## src/rtl/riscv_pkg.sv

```systemverilog
// Shared definitions for the fetch-side branch prediction datapath.
//   NOP_INSTR   : canonical RISC-V NOP (addi x0, x0, 0)
//   bht_ctr_t   : 2-bit saturating direction counter, WEAK_NT is its init value
//   btb_entry_t : one BTB entry (valid, tag, target). The tag field is sized for
//                 the smallest legal index width (1 bit); deeper tables store
//                 their narrower tag zero-extended into it.
//   ctr_next()  : saturating counter step
package riscv_pkg;

  localparam logic [31:0] NOP_INSTR = 32'h0000_0013;

  localparam int BTB_MIN_IW = 1;
  localparam int BTB_TAG_W  = 32 - BTB_MIN_IW - 2;

  typedef logic [1:0] bht_ctr_t;
  localparam bht_ctr_t WEAK_NT = 2'b01;

  typedef struct packed {
    logic                 valid;
    logic [BTB_TAG_W-1:0] tag;
    logic [31:0]          target;
  } btb_entry_t;

  function automatic bht_ctr_t ctr_next(input bht_ctr_t c, input logic taken);
    bht_ctr_t r;
    r = c;
    if (taken && c != 2'b11) r = c + 2'b01;
    else if (!taken && c != 2'b00) r = c - 2'b01;
    return r;
  endfunction

endpackage

```

## src/rtl/branch_predictor.sv

```systemverilog
// Direct-mapped BTB with per-entry 2-bit saturating counters.
//   clk, rst_n        : clock, asynchronous active-low reset (clears valid + counters)
//   lookup_pc         : PC to predict for (combinational lookup)
//   predict_taken     : hit && counter MSB
//   predict_target    : stored target when predict_taken, else 0
//   upd_valid/upd_pc/upd_taken/upd_target : resolved branch report, written at the edge
module branch_predictor
  import riscv_pkg::*;
#(
  parameter int BTB_ENTRIES = 16
) (
  input  logic        clk,
  input  logic        rst_n,
  input  logic [31:0] lookup_pc,
  output logic        predict_taken,
  output logic [31:0] predict_target,
  input  logic        upd_valid,
  input  logic [31:0] upd_pc,
  input  logic        upd_taken,
  input  logic [31:0] upd_target
);

  localparam int IW = $clog2(BTB_ENTRIES);
  localparam int TW = 30 - IW;

  logic [BTB_ENTRIES-1:0] valid_q;
  bht_ctr_t               ctr_q [BTB_ENTRIES];
  logic [TW-1:0]          tag_q [BTB_ENTRIES];
  logic [31:0]            tgt_q [BTB_ENTRIES];

  logic [IW-1:0] lk_idx, up_idx;
  logic [TW-1:0] lk_tag, up_tag;
  btb_entry_t    lk_e, up_e;
  logic          lk_hit, up_hit;
  bht_ctr_t      ctr_base, ctr_d;

  // Byte-offset bits never take part in indexing or tagging.
  logic unused_bits;
  assign unused_bits = ^{lookup_pc[1:0], upd_pc[1:0]};

  assign lk_idx = lookup_pc[IW+1:2];
  assign lk_tag = lookup_pc[31:IW+2];
  assign up_idx = upd_pc[IW+1:2];
  assign up_tag = upd_pc[31:IW+2];

  assign lk_e.valid  = valid_q[lk_idx];
  assign lk_e.tag    = BTB_TAG_W'(tag_q[lk_idx]);
  assign lk_e.target = tgt_q[lk_idx];
  assign up_e.valid  = valid_q[up_idx];
  assign up_e.tag    = BTB_TAG_W'(tag_q[up_idx]);
  assign up_e.target = tgt_q[up_idx];

  assign lk_hit = lk_e.valid && (lk_e.tag == BTB_TAG_W'(lk_tag));
  assign up_hit = up_e.valid && (up_e.tag == BTB_TAG_W'(up_tag));

  assign predict_taken  = lk_hit && ctr_q[lk_idx][1];
  assign predict_target = predict_taken ? lk_e.target : 32'h0;

  // A new (or aliasing) branch starts from weakly-not-taken before this outcome.
  assign ctr_base = up_hit ? ctr_q[up_idx] : WEAK_NT;
  assign ctr_d    = ctr_next(ctr_base, upd_taken);

  always_ff @(posedge clk or negedge rst_n) begin
    if (!rst_n) begin
      valid_q <= '0;
      for (int i = 0; i < BTB_ENTRIES; i++) ctr_q[i] <= WEAK_NT;
    end else if (upd_valid) begin
      ctr_q[up_idx] <= ctr_d;
      if (upd_taken) valid_q[up_idx] <= 1'b1;
    end
  end

  // Tag/target storage carries no reset; valid_q guards it.
  always_ff @(posedge clk) begin
    if (upd_valid && upd_taken) begin
      tag_q[up_idx] <= up_tag;
      tgt_q[up_idx] <= upd_target;
    end
  end

endmodule

```

## src/rtl/fetch_stage.sv

```systemverilog
// Instruction-fetch stage: PC register, next-PC selection, BTB prediction and
// performance counters, feeding the IF/ID pipeline register.
//   clk, rst_n            : clock, asynchronous active-low reset
//   stall                 : hold PC
//   redirect, redirect_pc : misprediction recovery (highest priority)
//   upd_*                 : predictor training from resolved branches
//   imem_addr / imem_rdata: instruction memory (combinational read)
//   if_*                  : IF/ID payload
//   perf_branches         : number of upd_valid reports
//   perf_mispredicts      : number of redirect cycles
module fetch_stage
  import riscv_pkg::*;
#(
  parameter logic [31:0] RESET_PC    = 32'h0000_0000,
  parameter int          BTB_ENTRIES = 16
) (
  input  logic        clk,
  input  logic        rst_n,
  input  logic        stall,
  input  logic        redirect,
  input  logic [31:0] redirect_pc,
  input  logic        upd_valid,
  input  logic [31:0] upd_pc,
  input  logic        upd_taken,
  input  logic [31:0] upd_target,
  output logic [31:0] imem_addr,
  input  logic [31:0] imem_rdata,
  output logic [31:0] if_pc,
  output logic [31:0] if_instruction,
  output logic        if_predict_taken,
  output logic [31:0] if_predict_target,
  output logic [31:0] perf_branches,
  output logic [31:0] perf_mispredicts
);

  logic [31:0] pc_q, pc_d;
  logic [31:0] perf_br_q, perf_mis_q;

  branch_predictor #(
    .BTB_ENTRIES(BTB_ENTRIES)
  ) u_bp (
    .clk           (clk),
    .rst_n         (rst_n),
    .lookup_pc     (pc_q),
    .predict_taken (if_predict_taken),
    .predict_target(if_predict_target),
    .upd_valid     (upd_valid),
    .upd_pc        (upd_pc),
    .upd_taken     (upd_taken),
    .upd_target    (upd_target)
  );

  always_comb begin
    pc_d = pc_q + 32'd4;
    if (redirect)              pc_d = redirect_pc;
    else if (stall)            pc_d = pc_q;
    else if (if_predict_taken) pc_d = if_predict_target;
  end

  always_ff @(posedge clk or negedge rst_n) begin
    if (!rst_n) begin
      pc_q       <= RESET_PC;
      perf_br_q  <= '0;
      perf_mis_q <= '0;
    end else begin
      pc_q <= pc_d;
      if (upd_valid) perf_br_q  <= perf_br_q + 32'd1;
      if (redirect)  perf_mis_q <= perf_mis_q + 32'd1;
    end
  end

  assign imem_addr        = pc_q;
  assign if_pc            = pc_q;
  assign if_instruction   = imem_rdata;
  assign perf_branches    = perf_br_q;
  assign perf_mispredicts = perf_mis_q;

endmodule

```

## config.mk

```make
export PLATFORM = sky130hd
export DESIGN_NAME = fetch_stage
export DESIGN_NICKNAME = d
export VERILOG_FILES = /design/src/rtl/riscv_pkg.sv /design/src/rtl/branch_predictor.sv /design/src/rtl/fetch_stage.sv
export SDC_FILE = /design/constraint.sdc
export NUM_CORES = 2
export LEC_CHECK = 0
export CORE_MARGIN = 8
export CORE_UTILIZATION = 54
export DETAILED_ROUTE_END_ITERATION = 7
export PLACE_DENSITY = 0.77
export SYNTH_ARGS = -nofsm -noshare
export SYNTH_HDL_FRONTEND = slang
export SYNTH_SLANG_ARGS = --single-unit
```

## constraint.sdc

```tcl
create_clock -name clk -period 3.7 [get_ports clk]
set_input_delay 0.555 -clock clk [delete_from_list [all_inputs] [get_ports clk]]
set_output_delay 0.555 -clock clk [all_outputs]
set_load 0.005 [all_outputs]
```

==> flow_metrics.env <==
export IMPL_syn_nets=2899
export IMPL_path_delay_family="simple AND/OR/NAND/NOR gates"
export IMPL_ys_warn_count=0
export IMPL_drc=0
export IMPL_die_y_um=314.6
export IMPL_synth_edf_count=928
export IMPL_grt_start_max_net_pins=82
export IMPL_nets=3539
export IMPL_initial_core_util=0.5447
export IMPL_yosys_area_share_adder=0.001300
export IMPL_first_pass_iters=5
export IMPL_setup_slack_ns=-1.130
export IMPL_finClkSkew_ns=0.02526
export IMPL_synth_top_family_by_area="multiplexers"
export IMPL_critPathSlowestCell="or4_4"
export IMPL_io_buffers=260
export IMPL_layout_commonest_cell="edfxtp_1"
export IMPL_power_density_nw_per_um2=495.3
export IMPL_status="finished, violations left"
export IMPL_synth_compound_area_frac=0.03966
export IMPL_max_freq_ghz=0.2070
export IMPL_crit_arrival_ns=4.27
export IMPL_r2r_cells=26
export IMPL_mostFrequentLayoutCells="928 x edfxtp_1, 412 x buf_4, 345 x mux4_2"
export IMPL_pre_cts_ws_ns=-0.9275
export IMPL_drt_vias_per_instance=6.725
export IMPL_ir_drop_uv=511.0
export IMPL_setup_violations=96
export IMPL_antenna_found_initial=7
export IMPL_yosys_top_cells_area="edfxtp_1 58%, mux4_2 16%, dfrtp_1 6.7%"
export IMPL_start_kind="register"
export IMPL_path_class="register to output port"
export IMPL_cts_sinks=1072
export IMPL_cpPeakStageDelay_ns=0.56
export IMPL_maxSlewHeadroom=0.3743
export IMPL_gp_congestion=0.9516
export IMPL_grt_pass1_wl_um=219200
export IMPL_p_leak_nw=21.11
export IMPL_cp_required_ns=3.14
export IMPL_cp_end_kind="output port"
export IMPL_routed_wl_um=152900
export IMPL_placed_area_sq_um=55170
export IMPL_cp_num_buf_inv=5
export IMPL_cp_max_fo=16
export IMPL_synthMuxAreaShare=0.2003
export IMPL_grt_setup_unrepaired="true"
export IMPL_grt_overflow=0
export IMPL_path_cells="buf_4 > buf_12 > mux2i_1 > mux2_2 > a2111oi_0 > or4_1 > or4_4 > nor4_4 > nand3_2 > buf_12 > buf_4 > nor2_2 > dlymetal6s2s_1"
export IMPL_cts_tree="yes"
export IMPL_fin_util=0.6775
export IMPL_syn_area_sq_um=48140
export IMPL_power_mw=29.65
export IMPL_clock_path_buffers=3
export IMPL_post_synth_cell_area_avg_sq_um=17.44
export IMPL_synth_flop_cell="edfxtp_1"
export IMPL_async_reset_ff_frac=0.1343
export IMPL_drt_iter0_drc=4043
export IMPL_finalNonFillerCells=4658
export IMPL_syn_inst=2760
export IMPL_pin_count=327
export IMPL_synth_xor_area_frac=0.02438
export IMPL_final_area_sq_um=59870
export IMPL_fin_crit_sh=1.305
export IMPL_yosys_area_top_type="edfxtp_1"
export IMPL_reg2reg_setup_slack_ns=-1.01
export IMPL_ys_types=79
export IMPL_post_place_cells=4404
export IMPL_avgRoutedWirePerCell_um=32.83
export IMPL_ant_nets=0
export IMPL_placementRows=109
export IMPL_cap_viol_max_count=0
export IMPL_hpwlAfterDp_um=98920
export IMPL_min_path_type="primary input to register"
export IMPL_synth_top_area_frac=0.5789
export IMPL_ys_seq_elements=1072
export IMPL_ys_seq_area_frac=0.6541
export IMPL_finalCriticalPeriod_ns=4.830
export IMPL_finalMaxSlewViolations=0
export IMPL_h_tree_depth=3
export IMPL_syn_to_final_growth_pct=24.37
export IMPL_die_width_um=314.6
export IMPL_grt_pass1_vias=31730
export IMPL_vias=31330
export IMPL_tightest_slew_ns=0.9363
export IMPL_violations="setup timing"
export IMPL_numCtsBuffers=106
export IMPL_cts_root_buf="clkbuf_16"
export IMPL_hold_viol=0
export IMPL_grt_total_usage=0.3018
export IMPL_die_area_sq_um=98960
export IMPL_cp_depth=13
export IMPL_clk_insertion_delay_late_ns=0.70
export IMPL_hold_depth=3
export IMPL_yosys_area_share_simple=0.05115
export IMPL_core_sq_um=88370
export IMPL_clkTransAtPathRegs_ns=0.06
export IMPL_drive_gt1_frac=0.3530
==> metal layers <==
layer | wire (um) | vias to the layer above | GRT usage
met4 | 7564 | 6 | 0.1327
met5 | 33 | - | 0
met3 | 17210 | 451 | 0.06470
li1 | - | 12360 | -
met2 | 73260 | 2360 | 0.4833
met1 | 54880 | 16150 | 0.3999
==> what timing repair did <==
item                                    4_1_cts  5_1_grt
hold buffers                                  1        0
gates cloned                                  1        4
pin swaps                                     7       20
hold endpoints to repair                     68        0
resized for setup                           141      156
buffers inserted                             22       25
endpoints found under the setup margin       97       95
==> cell type report <==
| class | instances | area [sq um] |
|---|---|---|
| fill | 5659 | 28500 |
| antenna | 3 | 7.507 |
| sequential | 1072 | 31500 |
| clock inverter | 67 | 701.9 |
| clock buffer | 131 | 2799 |
| inverter | 31 | 125.1 |
| timing repair buffer | 763 | 7305 |
| multi-input combinational | 1426 | 15970 |
| tap | 1165 | 1458 |
==> synth_stat cells (16+ instances only) <==
master	instances
a21oi_1	37
a22oi_1	27
a31oi_1	17
and2_1	39
and3_1	16
buf_1	20
buf_2	60
buf_4	77
clkbuf_1	67
dfrtp_1	128
dfstp_2	16
edfxtp_1	928
inv_1	28
mux2_2	40
mux2i_1	138
mux4_2	341
nand2_1	145
nand3_1	55
nand4_1	24
nor2_1	86
nor2b_1	16
nor3_1	27
o21ai_0	54
o22ai_1	23
o31ai_1	16
or2_2	21
xnor2_1	95
xor2_1	39
==> report_power, final <==
part	switching (mW)	internal, mW	leakage [nW]
sequential	0.324	13.5	10.1
combinational	2.53	2.48	9.28
clock	4.69	6.17	1.69
==> registers in the layout, indices dropped and copies added, names as in the netlist <==
register          cells
u_bp.ctr_q           32
perf_mispredicts     32
u_bp.valid_q         16
if_pc                32
u_bp.tgt_q          512
u_bp.tag_q          416
perf_branches        32
==> worst register-to-register path: stages (launching register included) <==
cell and delay [ns]:
dfrtp_4 0.46, buf_12 0.18, mux4_2 0.57, mux2i_4 0.28, buf_4 0.18, o22ai_1 0.11
o31ai_2 0.30, buf_4 0.17, buf_4 0.09, buf_4 0.09, buf_4 0.09, buf_4 0.10
buf_4 0.11, buf_4 0.10, buf_4 0.09, buf_4 0.09, buf_4 0.09, buf_4 0.09
buf_4 0.09, buf_4 0.08, nand4_1 0.10, nor4_2 0.21, buf_4 0.16, nand4_1 0.09
buf_6 0.22, o211ai_1 0.27, o311ai_0 0.16
==> stage by stage <==
stage / hold slack [ns] / TNS (ns)
6_report: 0.3132 / -57.86
5_1_grt: 0.3371 / -66.98
4_1_cts: 0.2719 / -52.01
3_3_place_gp: 0.4612 / -59.06
2_1_floorplan: 0.2594 / -408.19
3_5_place_dp: 0.4618 / -56.28
==> cell families after synthesis <==
logic type	count (synthesis)
adder cells (fa/ha/maj)	5
multiplexers	524
AND/OR/NAND/NOR	488
AO/OA/AOI/OAI	275
flip-flops	1072
XOR/XNOR	134
buffers and inverters	262
==> path summary, 6_finish.rpt <==
check / startpoint / endpoint
hold reg to reg: perf_mispredicts[31] / perf_mispredicts[31]
hold / removal: stall / if_pc[24]
setup / recovery: if_pc[3] / if_predict_target[27]
max in group asynchronous: rst_n / if_pc[2]
min in group asynchronous: rst_n / u_bp.ctr_q[31]
setup reg to reg: if_pc[3] / if_pc[25]
Power figures use the tool's default switching activity.
